===== config.mk =====
export PLATFORM = sky130hd
export DESIGN_NAME = pixel_readout_ctrl
export DESIGN_NICKNAME = d
export VERILOG_FILES = /design/src/rtl/pixel_readout_ctrl.sv
export SDC_FILE = /design/constraint.sdc
export NUM_CORES = 1
export LEC_CHECK = 0
export BUFFER_PORTS_ARGS = -buffer_cell sky130_fd_sc_hd__buf_2
export CORE_MARGIN = 2
export CORE_UTILIZATION = 42
export CTS_CLUSTER_SIZE = 25
export DETAILED_ROUTE_END_ITERATION = 6
export HOLD_SLACK_MARGIN = 0.02
export PLACE_DENSITY_LB_ADDON = 0.3
export SLEW_MARGIN = 20
export SYNTH_ARGS = -nofsm -noshare
export SYNTH_HDL_FRONTEND = slang
export SYNTH_SLANG_ARGS = --single-unit

===== constraint.sdc =====
create_clock -name clk -period 3.7 [get_ports clk]
set_clock_uncertainty 0.15 [all_clocks]
set_input_delay 0.37 -clock clk [delete_from_list [all_inputs] [get_ports clk]]
set_output_delay 0.37 -clock clk [all_outputs]
set_load 0.01 [all_outputs]

===== src/rtl/pixel_readout_ctrl.sv =====
// Row-by-row readout sequencer for the shared pixel data bus, feeding a small valid/ready output FIFO.
// Optional build macro PIXEL_READOUT_GRAY_DECODE_EN gray-decodes each 8-bit lane before the FIFO push.
module pixel_readout_ctrl #(
  parameter int N_ROWS     = 2,
  parameter int DATA_W     = 16,
  parameter int SETTLE     = 2,
  parameter int FIFO_DEPTH = 4
) (
  input  logic                          clk,
  input  logic                          reset,
  input  logic                          start,
  output logic [N_ROWS-1:0]             rd_en,
  input  logic [DATA_W-1:0]             pix_bus,
  output logic [DATA_W-1:0]             out_data,
  output logic                          out_valid,
  input  logic                          out_ready,
  output logic                          busy,
  output logic                          done,
  output logic [$clog2(FIFO_DEPTH):0]   fifo_level
);

  localparam int ROW_W = (N_ROWS > 1) ? $clog2(N_ROWS) : 1;
  localparam int CNT_W = (SETTLE > 1) ? $clog2(SETTLE) : 1;
  localparam int PTR_W = $clog2(FIFO_DEPTH);
  localparam int LVL_W = PTR_W + 1;
  localparam logic [CNT_W-1:0] CNT_LAST = CNT_W'(SETTLE - 1);
  localparam logic [ROW_W-1:0] ROW_LAST = ROW_W'(N_ROWS - 1);

  typedef enum logic [1:0] {IDLE, SELECT, DONE} state_t;

  state_t            state, state_nxt;
  logic [ROW_W-1:0]  row, row_nxt;
  logic [CNT_W-1:0]  cnt, cnt_nxt;
  logic              sample_pt;
  logic              fifo_full;
  logic              push_vld_p0;
  logic [DATA_W-1:0] push_word_p0;
  logic              pop;
  logic [PTR_W-1:0]  wr_ptr, rd_ptr;
  logic [DATA_W-1:0] mem [FIFO_DEPTH];

`ifdef PIXEL_READOUT_GRAY_DECODE_EN
  localparam int LANES = DATA_W / 8;

  function automatic logic [DATA_W-1:0] gray_decode(input logic [DATA_W-1:0] g);
    logic [DATA_W-1:0] b;
    b = '0;
    for (int l = 0; l < LANES; l++) begin
      b[l*8+7] = g[l*8+7];
      for (int i = 6; i >= 0; i--) b[l*8+i] = b[l*8+i+1] ^ g[l*8+i];
    end
    return b;
  endfunction

  assign push_word_p0 = gray_decode(pix_bus);
`else
  assign push_word_p0 = pix_bus;
`endif

  assign sample_pt   = (state == SELECT) && (cnt == CNT_LAST);
  // Full is judged on pre-pop occupancy, so a same-cycle pop never frees a slot for the push.
  assign fifo_full   = (fifo_level == LVL_W'(FIFO_DEPTH));
  assign push_vld_p0 = sample_pt && !fifo_full;
  assign pop         = out_valid && out_ready;

  always_ff @(posedge clk) begin
    if (reset) begin
      state <= IDLE;
      row   <= '0;
      cnt   <= '0;
    end else begin
      state <= state_nxt;
      row   <= row_nxt;
      cnt   <= cnt_nxt;
    end
  end

  always_comb begin
    state_nxt = state;
    row_nxt   = row;
    cnt_nxt   = cnt;
    case (state)
      IDLE: begin
        if (start) begin
          state_nxt = SELECT;
          row_nxt   = '0;
          cnt_nxt   = '0;
        end
      end
      SELECT: begin
        if (cnt != CNT_LAST) begin
          cnt_nxt = cnt + CNT_W'(1);
        end else if (!fifo_full) begin
          if (row != ROW_LAST) begin
            row_nxt = row + ROW_W'(1);
            cnt_nxt = '0;
          end else begin
            state_nxt = DONE;
          end
        end
      end
      DONE: begin
        state_nxt = IDLE;
        row_nxt   = '0;
        cnt_nxt   = '0;
      end
      default: state_nxt = IDLE;
    endcase
  end

  always_comb begin
    rd_en = '0;
    busy  = 1'b0;
    done  = 1'b0;
    case (state)
      SELECT: begin
        rd_en = N_ROWS'(1) << row;
        busy  = 1'b1;
      end
      DONE: begin
        busy = 1'b1;
        done = 1'b1;
      end
      default: ;
    endcase
  end

  // Stage p0 -> FIFO: sampled bus word is registered into storage on the push edge.
  always_ff @(posedge clk) begin
    if (push_vld_p0) mem[wr_ptr] <= push_word_p0;
  end

  always_ff @(posedge clk) begin
    if (reset) begin
      wr_ptr     <= '0;
      rd_ptr     <= '0;
      fifo_level <= '0;
    end else begin
      if (push_vld_p0) wr_ptr <= wr_ptr + PTR_W'(1);
      if (pop)         rd_ptr <= rd_ptr + PTR_W'(1);
      fifo_level <= fifo_level + LVL_W'(push_vld_p0) - LVL_W'(pop);
    end
  end

  assign out_valid = (fifo_level != '0);
  assign out_data  = out_valid ? mem[rd_ptr] : '0;

endmodule


==> results of run 1 <==
==> registers in the layout (all words and copies together) (netlist names), named ones only <==
register and count:
wr_ptr 2, fifo_level 3, cnt 1, mem 64, state 2, rd_ptr 2, row 1
==> through the flow <==
stage	worst slack (ps)	util	total power, mW	instances
final	1190	0.509	2.35	336
after CTS	1160	0.509	2.38	336
after global placement	1210	0.483	1.77	320
after detailed placement	1170	0.483	1.78	320
after global routing	993	0.509	2.48	336
after floorplan	1300	-	1.57	182
==> power groups by stage <==
stage               logic (mW)  registers (mW)  clock network, mW
CTS                      0.715            1.05              0.623
finish                   0.697            1.04              0.605
floorplan                0.523            1.05                  0
detailed placement       0.711            1.07                  0
global route             0.770            1.05              0.658
global placement         0.710            1.06                  0
==> final cells by class <==
class / instances / area [um^2] / share of cell area
Sequential cell: 77 / 2180 / 0.585
Tap cell: 99 / 124 / 0.0332
Multi-Input combinational cell: 88 / 965 / 0.258
Clock inverter: 6 / 62.6 / 0.0168
Timing Repair Buffer: 45 / 230 / 0.0617
Inverter: 11 / 41.3 / 0.0111
Clock buffer: 10 / 128 / 0.0342
==> how the worst min path moves through the flow <==
stage / start / cells past startpoint / endpoint
final: pix_bus[6] / 1 / mem[3][6]
after global routing: pix_bus[6] / 1 / mem[0][6]
after CTS: pix_bus[6] / 1 / mem[3][6]
after detailed placement: cnt / 2 / cnt
after global placement: rd_ptr[1] / 2 / flop
after floorplan: pix_bus[0] / 0 / mem[0][0]
==> cells in the final DEF (no fill, tap or decap), types with 2 or more instances in the layout <==
cell type	netlist	final
sky130_fd_sc_hd__nor2b_1	21	21
sky130_fd_sc_hd__and2_1	5	5
sky130_fd_sc_hd__inv_1	8	8
sky130_fd_sc_hd__nand2b_1	7	7
sky130_fd_sc_hd__mux2i_1	3	3
sky130_fd_sc_hd__o41ai_1	2	2
sky130_fd_sc_hd__nor2_1	7	7
sky130_fd_sc_hd__clkinvlp_4	0	2
sky130_fd_sc_hd__xnor2_1	2	2
sky130_fd_sc_hd__clkbuf_8	0	9
sky130_fd_sc_hd__xor2_1	2	2
sky130_fd_sc_hd__o311ai_1	2	2
sky130_fd_sc_hd__dfxtp_1	13	13
sky130_fd_sc_hd__buf_2	1	43
sky130_fd_sc_hd__inv_2	3	3
sky130_fd_sc_hd__mux4_2	16	16
sky130_fd_sc_hd__ha_1	12	12
sky130_fd_sc_hd__edfxtp_1	64	64
sky130_fd_sc_hd__buf_4	0	2
==> kinds of logic (layout without fill, tap and decap cells) <==
logic type / count (synthesis) / in the layout / synth area share
flip-flops: 77 / 77 / 0.676
AND/OR/NAND/NOR: 43 / 43 / 0.0868
multiplexers: 20 / 20 / 0.126
buffers and inverters: 17 / 72 / 0.0252
adder cells (fa/ha/maj): 13 / 13 / 0.0527
AO/OA/AOI/OAI: 8 / 8 / 0.0229
XOR/XNOR: 4 / 4 / 0.0109
==> per-layer routing <==
metal,track usage,vias to the layer above
met2,0.222,37
met3,0.0337,7
met5,0,-
met1,0.165,798
li1,-,783
met4,0.0758,0
==> results.md, run 1 <==
STA:
- The worst hold margin is just under 90 ps.
- The number of pins exceeding their max-slew limit in the final report is 0.
- Setup repair after global routing left no endpoint under its margin.
- The final worst-path cycle share is 0.680.
- The number of hold violations in the final report is 0.
- The routed design could run at a clock period as short as 2510 ps.
- In this run the tightest slew margin relative to its limit is 0.411.
- The transition time of the tightest slew-check pin is 884 ps.
- The accumulated negative setup slack is 0 ps.
- The count of final setup violators is 0.
- The achievable frequency is approximately 400 MHz.

Layout:
- The count of filler cells inserted in the layout is a little over 600.
- The number of antenna diodes in the final layout is 0.
- In the final layout, the share of cells above drive strength 1 is 0.350.
- For this run, the post-layout net count is ~270.
- With fillers left out, the area of the finished cells amounts to 3730 um^2.
- The relative area change from synthesis to final layout is 15.6%.

Drt:
- Detailed routing inserted a total of 1625 vias.
- The routed wire length on met2 is 2.61 mm.
- The iteration-0 DRC count of the detailed router is around 120.
- The uppermost metal layer occupied by signal nets is met4.
- After detailed routing, the wire length on met1 is 2.28 mm.
- After detailed routing, the number of remaining DRC violations is 0.
- The amount of wire on met3 after detailed routing is 267 um.
- Dividing the detail-routed via count by the number of cells gives 4.84.
- After detailed routing, the average wire length per cell comes to 15.6 um.
- Before antenna repair, the detailed router went through 6 iterations.
- The count of nets left with antenna violations after detail routing is 0.
- For this block, the routed nets add up to 5.23 mm of wire.

Synth:
- Sorting the synthesized cells by how often they occur yields sky130_fd_sc_hd__edfxtp_1 (64), sky130_fd_sc_hd__nor2b_1 (21), sky130_fd_sc_hd__mux4_2 (16).
- The fraction of synthesized cell area taken by the top area cell type is 0.595.
- The post-synthesis register bit count is 77.
- Summed over all instances, the cell type with the most area after synthesis is sky130_fd_sc_hd__edfxtp_1.
- Dividing the synthesized area by the synthesized cell count gives 17.7 um^2.
- In the post-synthesis netlist, the biggest area contributors are sky130_fd_sc_hd__edfxtp_1 (60%), sky130_fd_sc_hd__mux4_2 (11%), sky130_fd_sc_hd__dfxtp_1 (8.1%).
- The synthesized netlist occupies a cell area of around 3200 um^2.
- The async set-or-reset flop fraction in the synthesized netlist is 0.
- The number of nets handed over by synthesis was 215.
- Of the synthesized area, sequential elements account for 0.676.
- The number of standard cells after synthesis is roughly 180.
- For this run, the leading register cell type out of synthesis is sky130_fd_sc_hd__edfxtp_1.
- The synthesized design contains 64 enable-type register cells.
- The most numerous cell in the Yosys netlist is sky130_fd_sc_hd__edfxtp_1.
- The number of warning messages in the yosys log is 0.
- After synthesis, the netlist uses 28 different library cells.

Floorplanning:
- For this configuration, the core starts out at a cell density of 0.440.
- The row count is 31.
- The die covers 8400 um^2.
- The total core area is 7330 um^2.
- The floorplan die width is 91.7 um.
- The die height is 91.7 um.
- The top-level port count is 44.

Critical path:
- STA puts the critical path data required time at 3780 ps.
- The critical path data arrival time is 2590 ps.
- The startpoint identified for the worst register-to-register timing path is state[1].
- The critical path startpoint category is a flop.
- The worst reg-to-reg setup slack is approximately 1200 ps.
- The worst setup path startpoint is state[1].
- The largest single stage delay on the critical path is 370 ps.
- Along the worst path, the maximum fanout reaches 7.
- The endpoint of the worst-slack reg-to-reg timing path is fifo_level[2].
- Among cell families on the critical path, the largest total delay comes from adder cells.
- The worst setup path category is flop to flop.
- The last element of the critical path is fifo_level[2].
- The critical path goes through inv_1 > ha_1 > o311a_4 > inv_2 > ha_1 > inv_1 > ha_1 > inv_1 > fa_1 > xnor2_1 > xnor2_1 > nor2_1.
- The critical path crosses 12 cells after its start point.
- Together, buffers and inverters on the worst path number 4.
- The worst register-to-register path has a depth of 12.
- STA classifies the critical path endpoint as a flop.
- The largest individual stage delay along the critical path comes from the cell sky130_fd_sc_hd__fa_1.

Global routing:
- The global routing usage summed across all routing layers is 0.136.
- The wire length of the first global-routing pass is 8.46 mm.
- The maximum number of pins on one net before global-route repair is 18.
- The initial antenna violation count came to 0.
- The number of global-route vias before repair came to 1715.
- After global routing the overflow that remains totals 0.

Power:
- The share of total power dissipated in sequential elements is 0.445.
- Of the total power, the share spent switching nets is 0.298.
- Cell internal power was estimated by the tool at 1.65 mW.
- Of the total power, combinational logic draws 0.297.
- The cell area power density is 629 nW/um^2.
- The maximum ir drop on the vdd rail is 0.295 mV.
- The cell leakage power is 1.33 nW.
- The switching component of the power is 0.699 mW.
- The clock group share of total power is 0.258.

Clock tree:
- No sink is reached through more buffers than the 2 on the longest clock path.
- The number of gates resized after CTS was 0.
- For the worst-skew pair, the clock arrives at the later sink with an insertion delay of 340 ps.
- In this run the number of H-tree levels came out at 3.
- The CTS buffer count is 9.
- TritonCTS built the clock tree.
- Hold repair after CTS inserted 0 buffers.
- After clock tree synthesis, the setup repair step added 0 buffers.
- The root buffer cell is sky130_fd_sc_hd__clkbuf_8.
- Clock tree synthesis found a total of 77 sinks.
- Clock-pin slew was measured on the worst setup and hold paths at 80 ps.

Run status:
- The run finished with clean final reports.

Placed design:
- After legalization and detailed placement, the total HPWL measured 3.36 mm.
- During placement, the flow inserted port buffers numbering 43.
- The placed instances occupy a cell area of 3540 um^2.
- Routability-driven placement finished with a final weighted congestion of 0.755.

Hold path:
- The class of the worst hold path is input port to flop.

Job:
- The tool flagged a number of max-cap violations equal to 0.
No activity file was read; power rests on OpenSTA's default activity.
==> inputs of run 2 (changes only) <==
==> constraint.sdc (replaced) <==
create_clock -name clk -period 2.05 [get_ports clk]
set_clock_uncertainty 0.15 [all_clocks]
set_input_delay 0.205 -clock clk [delete_from_list [all_inputs] [get_ports clk]]
set_output_delay 0.205 -clock clk [all_outputs]
set_load 0.01 [all_outputs]
==> run 2 against run 1 <==
  * The flow now finishes with violations (setup timing)
  * Setup slack worse by 1200 ps
  * Hold slack worse by 35 ps
  * Power up 110%
  * Critical path type unchanged
  * Critical endpoint unchanged
  * Largest cell class unchanged
==> results.md, run 2 (same netlist as run 1, synthesis figures left out) <==
Global routing:
- The number of global-route vias before repair is 1850 (was 1715).
- The initial antenna violation count is 0 (unchanged).
- The maximum number of pins on one net before global-route repair is 18 (unchanged).
- The global route total overflow is 0 (unchanged).
- The wire length of the first global-routing pass is 9.05 mm (was 8.46 mm).
- The global routing usage summed across all routing layers came to 0.143 (was 0.136).

Layout:
- The register containing the most flip-flops in the final layout is mem (unchanged).
- The count of filler cells inserted in the layout is 555 (was 612).
- The relative area change from synthesis to final layout was 33.6% (was 15.6%).
- The fraction of final layout cells sized beyond drive strength 1 was 0.469 (was 0.350).
- Highest-count cells in the layout ignoring fill and taps: sky130_fd_sc_hd__edfxtp_1 (64), sky130_fd_sc_hd__buf_2 (34), sky130_fd_sc_hd__buf_4 (19) (was sky130_fd_sc_hd__edfxtp_1 (64), sky130_fd_sc_hd__buf_2 (43), sky130_fd_sc_hd__nor2b_1 (21)).
- The most common cell after layout, fill and taps aside is sky130_fd_sc_hd__edfxtp_1 (unchanged).
- The final antenna diode count came to 0 (unchanged).
- The number of nets in the layout is 303 (was 265).
- Largest registers: mem (64), fifo_level (3) (unchanged).
- The number of flip-flops under the largest register name is 64 (unchanged).

STA:
- The tightest slew margin relative to the limit is 0.747 (was 0.411).
- The final worst-path cycle share is 1.03 (was 0.680).
- The count of final setup violators was 1 (was 0).
- The transition time of the tightest slew-check pin is 379 ps (was 884 ps).
- The worst hold margin came to 52.9 ps (was 87.9 ps).
- The number of hold violations in the final report is 0 (unchanged).
- The number of pins exceeding their max-slew limit in the final report is 0 (unchanged).
- The final worst slack came to -58.0 ps (was 1190 ps).
- The shortest clock period the worst path allows after layout was 2110 ps (was 2510 ps).
- The achievable frequency is 474 MHz (was 398 MHz).
- Setup repair after global routing missed its margin: true (was false).

Drt:
- The iteration-0 DRC count of the detailed router is 100 (was 119).
- The count of nets left with antenna violations after detail routing is 0 (unchanged).
- The average detailed-routed wire length per instance is 15.0 um (was 15.6 um).
- The DRC violation count after routing is 0 (unchanged).
- The via-per-instance ratio is 4.77 (was 4.84).
- The routed via count was 1783 (was 1625).
- The number of iterations in the first detailed-routing pass is 4 (was 6).
- The total wirelength of the detailed-routed design is 5.60 mm (was 5.23 mm).

Placed design:
- The final weighted congestion in routability-driven placement came to 0.743 (was 0.755).
- The post-detailed-placement half-perimeter wirelength was 3.69 mm (was 3.36 mm).
- The number of I/O port buffers is 43 (unchanged).

Floorplanning:
- The area of the die is 8400 um^2 (unchanged).
- The total core area came to 7330 um^2 (unchanged).
- The die height is 91.7 um (unchanged).
- The effective utilization at floorplan is 0.440 (unchanged).
- The top-level port count is 44 (unchanged).
- The row count came to 31 (unchanged).
- The floorplan die width is 91.7 um (unchanged).

Clock tree:
- The clock sink total is 77 (unchanged).
- The deepest level of the CTS H-tree is 3 (unchanged).
- The largest buffer count on any clock path came to 2 (unchanged).
- The clock tree from TritonCTS is yes (unchanged).
- The CTS buffer count came to 9 (unchanged).
- The clock latency of the later-clocked register in the worst-skew pair is 330 ps (was 340 ps).
- The root buffer cell is sky130_fd_sc_hd__clkbuf_8 (unchanged).
- The clock edge transition at the registers on the reported setup and hold paths is 70 ps (was 80 ps).

Critical path:
- The critical path data arrival time was 2180 ps (was 2590 ps).
- The maximum net fanout on the critical path was 3 (was 7).
- The data required time of the critical path was 2120 ps (was 3780 ps).
- The critical path startpoint category is a flop (unchanged).
- The worst setup path category is flop to flop (unchanged).
- The endpoint kind of the worst setup timing path is a flop (unchanged).

Power:
- The cell area power density is 1120 nW/um^2 (was 629 nW/um^2).
- The cell leakage power was 1.59 nW (was 1.33 nW).
- The maximum ir drop on the vdd rail is 0.513 mV (was 0.295 mV).
- The total chip power is 4.84 mW (was 2.35 mW).

Hold path:
- The class of the worst hold path is input port to flop (unchanged).

Run status:
- Run status: finished with violations (was finished clean).
- The checks that failed: setup timing.

Job:
- The total of max-cap violations came to 0 (unchanged).
[run 2: cell types whose count changed in the layout (fill, tap and decap cells not counted), sizes merged]
cell	delta
buf	+21
clkinv	+2
dlygate4sd3	+16
inv	-1
[run 2: critical path, stage by stage (launching register included)]
cell and delay (ps):
sky130_fd_sc_hd__dfxtp_4 360, sky130_fd_sc_hd__o311a_4 390, sky130_fd_sc_hd__inv_4 60, sky130_fd_sc_hd__ha_4 180, sky130_fd_sc_hd__inv_2 60, sky130_fd_sc_hd__ha_4 110, sky130_fd_sc_hd__inv_2 30, sky130_fd_sc_hd__fa_2 340
sky130_fd_sc_hd__xnor2_2 140, sky130_fd_sc_hd__xnor2_1 130, sky130_fd_sc_hd__nor2_1 50
[run 2: path summary, 6_finish.rpt]
check                                   start             to  slack (ps)  depth (start not counted)
worst max-delay path            fifo_level[0]  fifo_level[2]         -60                         10
worst min-delay path                    reset  fifo_level[1]          50                          2
worst max register to register  fifo_level[0]  fifo_level[2]         -60                         10
worst min register to register            cnt            cnt         360                          2
[run 2: what timing repair did]
item	in CTS	in global routing
gates resized for setup	4	26
hold endpoints to repair	64	0
setup endpoints to repair	11	18
buffers inserted	0	0
cloned	0	1
pin swaps	3	1
hold buffers	16	0
[run 2: report_power, final]
| group | internal, mW | leakage (nW) | total, mW | switching, mW |
|---|---|---|---|---|
| sequential | 1.80 | 0.685 | 1.89 | 0.0891 |
| combinational | 1.05 | 0.817 | 1.87 | 0.818 |
| clock | 0.553 | 0.0903 | 1.08 | 0.526 |
| total | 3.40 | 1.59 | 4.84 | 1.43 |
[run 2: routing by layer]
| metal | vias to the layer above | share of wire | wire (um) | track usage |
|---|---|---|---|---|
| met3 | 4 | 0.035 | 196 | 0.0526 |
| met1 | 878 | 0.45 | 2530 | 0.172 |
| li1 | 858 | - | - | - |
| met5 | - | 0 | 0 | 0 |
| met2 | 43 | 0.51 | 2840 | 0.244 |
| met4 | 0 | 0.0070 | 39 | 0.0379 |
[run 2: cell type report]
type	instances	area (um^2)	share of cell area
repair buffers	83	662	0.153
clock inverters	7	66.3	0.0154
well taps	99	124	0.0287
inverters	11	43.8	0.0102
flip-flops and latches	77	2200	0.510
multi-input cells	88	1090	0.254
clock buffers	9	124	0.0287
[run 2: stage by stage]
| step | worst slack [ps] | area [um^2] | util | std cells | setup TNS [ps] |
|---|---|---|---|---|---|
| after detailed placement | -117 | 3790 | 0.517 | 341 | -117 |
| after global routing | -188 | 4310 | 0.588 | 374 | -573 |
| after global placement | -92.2 | 3790 | 0.517 | 341 | -92.2 |
| final | -58.0 | 4310 | 0.588 | 374 | -58.0 |
| after CTS | -74.2 | 4160 | 0.567 | 373 | -74.2 |
| after floorplan | -149 | 3290 | - | 182 | -150 |
==> inputs of run 3 (changes only) <==
--- a/config.mk
+++ b/config.mk
@@ -8,10 +8,11 @@
 export BUFFER_PORTS_ARGS = -buffer_cell sky130_fd_sc_hd__buf_2
 export CORE_MARGIN = 2
 export CORE_UTILIZATION = 42
-export CTS_CLUSTER_SIZE = 25
 export DETAILED_ROUTE_END_ITERATION = 6
 export HOLD_SLACK_MARGIN = 0.02
+export MAX_ROUTING_LAYER = met4
 export PLACE_DENSITY_LB_ADDON = 0.3
+export SETUP_SLACK_MARGIN = 0.4
 export SLEW_MARGIN = 20
 export SYNTH_ARGS = -nofsm -noshare
 export SYNTH_HDL_FRONTEND = slang
==> run 3 against run 2 <==
  * The flow still finishes with violations (setup timing)
  * Fmax is 0.96% lower
  * Critical endpoint unchanged
  * Sequential power hardly changed
  * First-iteration DRC count is 57% lower
  * Register-to-register slack worse by 20 ps
  * Critical path depth stayed put
  * Die area stayed put
  * Clock power hardly changed
  * Sequential share of layout area is 2.7 points lower
  * Via count is 2.1% higher
  * Design area is 5.6% higher
  * Combinational power is 8% higher
==> results.md, run 3 (same netlist as run 1, synthesis figures left out) <==
Run status:
- Run status: finished with violations (unchanged).
- Failing checks: setup timing (unchanged).

Global routing:
- The maximum number of pins on one net before global-route repair is 18 (unchanged).
- The number of global-route vias before repair was 1913 (was 1850).
- The global route total overflow is 0 (unchanged).
- The initial antenna violation count is 0 (unchanged).
- The global routing usage summed across all routing layers is 0.150 (was 0.143).
- The wire length of the first global-routing pass is 9.23 mm (was 9.05 mm).

STA:
- The transition time of the tightest slew-check pin is 354 ps (was 379 ps).
- The final worst slack is -78.4 ps (was -58.0 ps).
- The number of hold violations in the final report came to 0 (unchanged).
- The number of pins exceeding their max-slew limit in the final report is 0 (unchanged).
- The achievable frequency came to 470 MHz (was 474 MHz).
- The final worst-path cycle share came to 1.04 (was 1.03).
- The worst hold margin is 65.3 ps (was 52.9 ps).
- The tightest slew margin relative to the limit is 0.760 (was 0.747).
- The count of final setup violators is 1 (unchanged).
- The shortest clock period the worst path allows after layout is 2130 ps (was 2110 ps).
- Setup repair after global routing missed its margin: true (unchanged).

Power:
- The cell area power density is 1100 nW/um^2 (was 1120 nW/um^2).
- The cell leakage power is 1.69 nW (was 1.59 nW).
- The maximum ir drop on the vdd rail was 0.613 mV (was 0.513 mV).

Layout:
- The most common cell after layout, fill and taps aside was sky130_fd_sc_hd__edfxtp_1 (unchanged).
- The number of nets in the layout is 314 (was 303).
- Largest registers: mem (64), fifo_level (3) (unchanged).
- The utilization after layout was 0.621 (was 0.588).
- The relative area change from synthesis to final layout is 41.1% (was 33.6%).
- The fraction of final layout cells sized beyond drive strength 1 is 0.521 (was 0.469).
- The count of filler cells inserted in the layout is 532 (was 555).
- The number of flip-flops under the largest register name came to 64 (unchanged).
- The register containing the most flip-flops in the final layout is mem (unchanged).
- Highest-count cells in the layout ignoring fill and taps: sky130_fd_sc_hd__edfxtp_1 (64), sky130_fd_sc_hd__buf_2 (34), sky130_fd_sc_hd__buf_6 (21) (was sky130_fd_sc_hd__edfxtp_1 (64), sky130_fd_sc_hd__buf_2 (34), sky130_fd_sc_hd__buf_4 (19)).
- The final antenna diode count came to 0 (unchanged).

Floorplanning:
- The effective utilization at floorplan is 0.440 (unchanged).
- The total core area is 7330 um^2 (unchanged).
- The top-level port count is 44 (unchanged).
- The area of the die is 8400 um^2 (unchanged).
- The row count is 31 (unchanged).
- The floorplan die width is 91.7 um (unchanged).
- The die height was 91.7 um (unchanged).

Critical path:
- The maximum net fanout on the critical path is 3 (unchanged).
- The critical path data arrival time came to 2200 ps (was 2180 ps).
- The critical path startpoint category is a flop (unchanged).
- The data required time of the critical path was 2120 ps (about the same).
- The worst setup path category is flop to flop (unchanged).
- The worst reg-to-reg setup slack is -80 ps (was -60 ps).
- The endpoint kind of the worst setup timing path is a flop (unchanged).

Clock tree:
- The largest buffer count on any clock path is 2 (unchanged).
- The root buffer cell is sky130_fd_sc_hd__clkbuf_8 (unchanged).
- The clock tree from TritonCTS was yes (unchanged).
- The clock latency of the later-clocked register in the worst-skew pair is 340 ps (was 330 ps).
- The clock edge transition at the registers on the reported setup and hold paths was 70 ps (about the same).
- The clock sink total is 77 (unchanged).
- The deepest level of the CTS H-tree came to 3 (unchanged).
- The CTS buffer count is 9 (unchanged).

Placed design:
- The number of I/O port buffers is 43 (unchanged).
- The final weighted congestion in routability-driven placement was 0.786 (was 0.743).
- The post-detailed-placement half-perimeter wirelength came to 3.68 mm (was 3.69 mm).

Drt:
- The count of nets left with antenna violations after detail routing is 0 (unchanged).
- The via-per-instance ratio is 4.73 (was 4.77).
- The total wirelength of the detailed-routed design came to 5.89 mm (was 5.60 mm).
- The routed via count is 1821 (was 1783).
- The average detailed-routed wire length per instance is 15.3 um (was 15.0 um).
- The number of iterations in the first detailed-routing pass came to 4 (unchanged).
- The DRC violation count after routing is 0 (unchanged).
- The iteration-0 DRC count of the detailed router is 43 (was 100).

Hold path:
- The class of the worst hold path is input port to flop (unchanged).

Job:
- The total of max-cap violations is 0 (unchanged).
[run 3: changes by cell type in the layout (fill, tap and decap cells not counted), sizes merged]
cell,before,now
clkbuf,10,12
clkinv,4,3
buf,66,76
[run 3: path summary, 6_finish.rpt]
check,from,endpoint,cells after the start
max reg2reg,fifo_level[0],fifo_level[2],10
min reg2reg,wr_ptr[1],wr_ptr[1],2
min,reset,fifo_level[2],2
max,fifo_level[0],fifo_level[2],10
[run 3: metal layers]
metal  wire, um  vias to the layer above  track usage
met1       2470                      897        0.174
met3        233                        7       0.0419
met2       3110                       35        0.251
li1           -                      882            -
met4         80                        0       0.0530
met5          0                        -            -
[run 3: layout make-up]
class | instances | area, um^2 | share of cell area
Clock buffer | 10 | 128 | 0.0280
Clock inverter | 6 | 63.8 | 0.0140
Inverter | 11 | 46.3 | 0.0102
Multi-Input combinational cell | 88 | 1140 | 0.249
Sequential cell | 77 | 2200 | 0.483
Tap cell | 99 | 124 | 0.0272
Timing Repair Buffer | 94 | 857 | 0.188
[run 3: timing repair]
item	4_1_cts	5_1_grt
endpoints found under the hold margin	64	0
cloned	0	2
buffers inserted	2	9
pin swaps	7	8
hold buffers	16	0
setup endpoints to repair	48	91
gates resized for setup	28	28
[run 3: through the flow]
| step | TNS (ps) | area (um^2) | setup slack [ps] | power (mW) | std cells |
|---|---|---|---|---|---|
| 5_1_grt | -268 | 4550 | -183 | 5.29 | 385 |
| 4_1_cts | -87.1 | 4300 | -87.1 | 4.74 | 374 |
| 6_report | -78.4 | 4550 | -78.4 | 4.99 | 385 |
| 3_3_place_gp | -83.2 | 3810 | -83.2 | 3.42 | 340 |
| 2_1_floorplan | -150 | 3300 | -148 | 2.92 | 182 |
| 3_5_place_dp | -127 | 3810 | -127 | 3.43 | 340 |
[run 3: critical path, stage by stage (launching register included)]
cell,delay (ps)
sky130_fd_sc_hd__dfxtp_4,360
sky130_fd_sc_hd__o311a_4,390
sky130_fd_sc_hd__inv_4,60
sky130_fd_sc_hd__ha_4,190
sky130_fd_sc_hd__inv_2,60
sky130_fd_sc_hd__ha_4,110
sky130_fd_sc_hd__inv_2,30
sky130_fd_sc_hd__fa_2,340
sky130_fd_sc_hd__xnor2_2,140
sky130_fd_sc_hd__xnor2_1,130
sky130_fd_sc_hd__nor2_1,50
[run 3: power by group]
group	leakage [nW]	internal (mW)	switching, mW	total, mW
Combinational	0.909	1.17	0.849	2.02
Clock	0.0923	0.560	0.532	1.09
Sequential	0.685	1.80	0.0804	1.88
